**src/rtl/uart_tx.sv**
```systemverilog
// UART transmitter: start bit, LSB-first data, optional even parity, stop bit(s).
// Define UART_TX_TWO_STOP_EN to append a second stop bit (STOP2) before DONE.
module uart_tx #(
    parameter int DATA_WIDTH    = 8,
    parameter int SAMPLING_RATE = 16
) (
    input  logic                  clk,
    input  logic                  rst,
    input  logic                  start,
    input  logic [DATA_WIDTH-1:0] data,
    input  logic                  parity,
    output logic                  tx,
    output logic                  ready,
    output logic                  done,
    output logic [2:0]            fsm_state
);

    localparam int BW = $clog2(DATA_WIDTH) + 1;
    localparam int CW = $clog2(SAMPLING_RATE);

    typedef enum logic [2:0] {
        S_IDLE   = 3'd0,
        S_START  = 3'd1,
        S_DATA   = 3'd2,
        S_PARITY = 3'd3,
        S_STOP   = 3'd4,
        S_STOP2  = 3'd5,
        S_DONE   = 3'd6
    } state_t;

    state_t                state;
    state_t                state_next;
    logic [CW-1:0]         clk_cnt;
    logic [BW-1:0]         bit_cnt;
    logic [DATA_WIDTH-1:0] shift_reg;
    logic [DATA_WIDTH-1:0] shift_next;
    logic                  par_en;
    logic                  par_bit;
    logic                  tx_next;
    logic                  accept;
    logic                  bit_end;

    assign accept  = start && (state == S_IDLE);
    assign bit_end = (clk_cnt == CW'(SAMPLING_RATE - 1));

    // State register plus datapath; tx is loaded with the value of the bit being entered.
    always_ff @(posedge clk) begin
        if (rst) begin
            state     <= S_IDLE;
            tx        <= 1'b1;
            clk_cnt   <= '0;
            bit_cnt   <= '0;
            shift_reg <= '0;
            par_en    <= 1'b0;
            par_bit   <= 1'b0;
        end else begin
            state     <= state_next;
            tx        <= tx_next;
            shift_reg <= shift_next;
            if (accept) begin
                par_en  <= parity;
                par_bit <= ^data;
            end
            if (accept || state == S_IDLE || state == S_DONE || bit_end)
                clk_cnt <= '0;
            else
                clk_cnt <= clk_cnt + 1'b1;
            if (state == S_START && bit_end)
                bit_cnt <= BW'(DATA_WIDTH - 1);
            else if (state == S_DATA && bit_end && bit_cnt != '0)
                bit_cnt <= bit_cnt - 1'b1;
        end
    end

    always_comb begin
        state_next = state;
        shift_next = shift_reg;
        case (state)
            S_IDLE: begin
                if (accept) begin
                    state_next = S_START;
                    shift_next = data;
                end
            end
            S_START: if (bit_end) state_next = S_DATA;
            S_DATA: begin
                if (bit_end) begin
                    shift_next = shift_reg >> 1;
                    if (bit_cnt == '0)
                        state_next = par_en ? S_PARITY : S_STOP;
                end
            end
            S_PARITY: if (bit_end) state_next = S_STOP;
`ifdef UART_TX_TWO_STOP_EN
            S_STOP:   if (bit_end) state_next = S_STOP2;
            S_STOP2:  if (bit_end) state_next = S_DONE;
`else
            S_STOP:   if (bit_end) state_next = S_DONE;
`endif
            S_DONE:   state_next = S_IDLE;
            default:  state_next = S_IDLE;
        endcase
    end

    // tx_next is decoded from the state being entered so tx changes on the bit's first edge.
    always_comb begin
        tx_next   = 1'b1;
        ready     = (state == S_IDLE);
        done      = (state == S_DONE);
        fsm_state = state;
        case (state_next)
            S_START:  tx_next = 1'b0;
            S_DATA:   tx_next = shift_next[0];
            S_PARITY: tx_next = par_bit;
            default:  tx_next = 1'b1;
        endcase
    end

endmodule
```
**config.mk**
```make
export PLATFORM = sky130hd
export DESIGN_NAME = uart_tx
export DESIGN_NICKNAME = d
export VERILOG_FILES = /design/src/rtl/uart_tx.sv
export SDC_FILE = /design/constraint.sdc
export NUM_CORES = 1
export LEC_CHECK = 0
export CORE_UTILIZATION = 40
export DETAILED_ROUTE_END_ITERATION = 10
export PLACE_DENSITY_LB_ADDON = 0.05
export SLEW_MARGIN = 20
export SYNTH_ARGS = -nofsm -noshare
export SYNTH_HDL_FRONTEND = slang
export SYNTH_SLANG_ARGS = --single-unit
```
**constraint.sdc**
```tcl
create_clock -name clk -period 4.2 [get_ports clk]
set_clock_uncertainty 0.15 [all_clocks]
set_input_delay 0.84 -clock clk [delete_from_list [all_inputs] [get_ports clk]]
set_output_delay 0.84 -clock clk [all_outputs]
set_load 0.02 [all_outputs]
```
==> qor.txt <==
sequential share of the synthesized area - 38.90%
initial drt markers - 11
post-synth cell types - 38
Max transition margin - 55.60%
GRT Total Usage - 14.69%
kind of critical path - flop to primary output
Setup WS pre-CTS - 1.427 ns
CTS root buffer - clkbuf_4
hold crit path type - flop to flop
RSZ-0062 raised after global routing - no
critical path capture point type - primary output
# Max-Cap Violations - 0
Top Ports - 18
Top FF cell, synth - dfxtp_1
storage element area - 440.4 um^2
asr flop ratio synth - 0%
Post-CTS Hold Buffers - 0
# fillers - 263
Arrival @ worst endpoint - 1.83 ns
Worst-Margin Slew - 0.6639 ns
layout net count - 157
CTS Sinks - 22
total leakage power - 0.4775 nW
total grt overflow - 0
Finished Layout Cells - 171
highest net fanout along the worst path - 14
max reg flops - 8
gpl congestion - 0.7117
DR vias - 912
Clock transition at path regs - 0.13 ns
Core Box Area - 0.002567 mm^2
Final min period - 2.820 ns
fraction of layout cells with a size suffix above 1 - 9.929%
setup ws final - 1.380 ns
Die X - 55.21 um
setup_tns - 0 ns
Area growth syn-to-layout - 19.67%
Worst VDD drop - 0.1871 mV
Synth Register Bits - 22
multi-input logic area - 648.1 um^2
fin. max-slew vios - 0
Clock Latency Late Sink - 0.31 ns
CTS resizes - 0
largest net degree at the start of global routing - 20
Data required, critical path - 3.21 ns
Post-DP HPWL - 1.566 mm
mapped cell area - 0.001132 mm^2
CTS tree - done
syn_nets - 140
Std-Cell Rows - 18
setup violators final - 0
Cells after Synth - 125
Remaining DRCs - 0
startpoint types - flop
cts bufs inserted - 3
DRT Wirelength - 2.143 mm
Final Hold Fails - 0
Port Buf Inserts - 17
Post-Syn Area per Cell - 9.059 um^2
vias in the first global route - 812
antenna-violating nets left - 0
n_diodes - 0
die height - 55.21 um
EDFF count, synth - 0
fin crit share - 67.15%
placed insts - 167
DR vias/cell - 5.333
Synth Warn # - 0
DIE AREA - 0.003048 mm^2
Max Root-Sink Buffers - 2
# Post-CTS Setup Buffers - 0
initial core utilization - 44.10%
Achievable Freq - 354.6 MHz
first-pass GRT wire length - 3.588 mm
htree depth - 1
Pre-antenna DRT Iters - 4
PD cells - 294.5 mW/mm^2
initial antenna violation count - 0
outcome - completed
post-DR wirelength/cell - 12.53 um
[power by group]
part,internal [mW],total [mW],switching [mW]
clock,0.0529,0.118,0.0655
sequential,0.217,0.224,0.00669
combinational,0.0318,0.0570,0.0252
total,0.302,0.399,0.0974
[layout make-up]
| type | count | share of cell area (%) |
|---|---|---|
| clock buffer | 4 | 2.678 |
| multi-input combinational | 93 | 47.83 |
| tap | 30 | 2.770 |
| sequential | 22 | 32.50 |
| inverter | 4 | 1.108 |
| timing repair buffer | 18 | 13.11 |
[cells in the final DEF (no fill, tap or decap), types with 3 or more instances in the layout]
cell type	instances
a21oi_1	10
a22oi_1	6
clkbuf_4	3
clkdlybuf4s50_1	17
dfxtp_1	22
ha_1	3
inv_1	4
nand2_1	10
nor2_1	14
nor3_1	4
nor3b_1	3
o21ai_0	3
xnor2_1	9
[logic make-up (layout without fill, tap and decap cells)]
group,count (synthesis),after routing,share of synthesized area [%]
and+or+nand+nor,50,50,28.07
AOI/OAI and AO/OA,27,27,15.58
DFF,22,22,38.89
xor gates and xnor gates,11,11,8.509
buffers and inverters,10,26,3.867
adders and majority gates,3,3,3.315
muxes,2,2,1.768
[worst paths after layout]
path / from / end / slack [ns] / cells after the start
min reg2reg: clk_cnt[0] / clk_cnt[0] / 0.31 / 1
max: fsm_state[2] / done / 1.38 / 2
max reg2reg: fsm_state[2] / tx / 2.06 / 6
min: clk_cnt[0] / clk_cnt[0] / 0.31 / 1
[metrics by stage]
step / total power, mW / hold WS [ns] / instance area [um^2] / utilization [%]
floorplan: 0.2632 / 0.2675 / 1132 / -
global placement: 0.2856 / 0.2847 / 1319 / 51.36
detailed placement: 0.2860 / 0.2930 / 1319 / 51.36
CTS: 0.4048 / 0.3143 / 1355 / 52.78
global route: 0.4176 / 0.3283 / 1355 / 52.78
finish: 0.3991 / 0.3102 / 1355 / 52.78
[critical path, stage by stage, from the launching register on]
cell and delay, ns:
dfxtp_1 0.70, and3b_1 0.23, clkdlybuf4s50_1 0.59
[routing by layer]
layer,vias up,part of all wire [%],global-route usage [%]
met5,-,0,0
met4,0,0.84,4.286
met3,2,3.3,4.215
met2,12,48,24.10
met1,415,48,18.69
li1,483,-,-
[synthesized netlist by cell type (2+ instances only)]
| library cell | number | area (um^2) |
|---|---|---|
| clkbuf_1 | 3 | 11.26 |
| nor4b_1 | 2 | 17.52 |
| a22oi_1 | 6 | 45.04 |
| nor3b_1 | 3 | 22.52 |
| nor3_1 | 4 | 20.02 |
| nand2_1 | 10 | 37.54 |
| buf_2 | 2 | 10.01 |
| nand3b_1 | 2 | 15.01 |
| a311oi_1 | 2 | 17.52 |
| mux2i_1 | 2 | 20.02 |
| dfxtp_1 | 22 | 440.4 |
| inv_1 | 4 | 15.01 |
| o21ai_0 | 3 | 15.01 |
| xnor2_1 | 9 | 78.83 |
| xor2_1 | 2 | 17.52 |
| ha_1 | 3 | 37.54 |
| nor2b_1 | 2 | 12.51 |
| a21oi_1 | 10 | 50.05 |
| nor2_1 | 14 | 52.55 |
| a211oi_1 | 2 | 15.01 |
(Power assumes the default switching activity.)
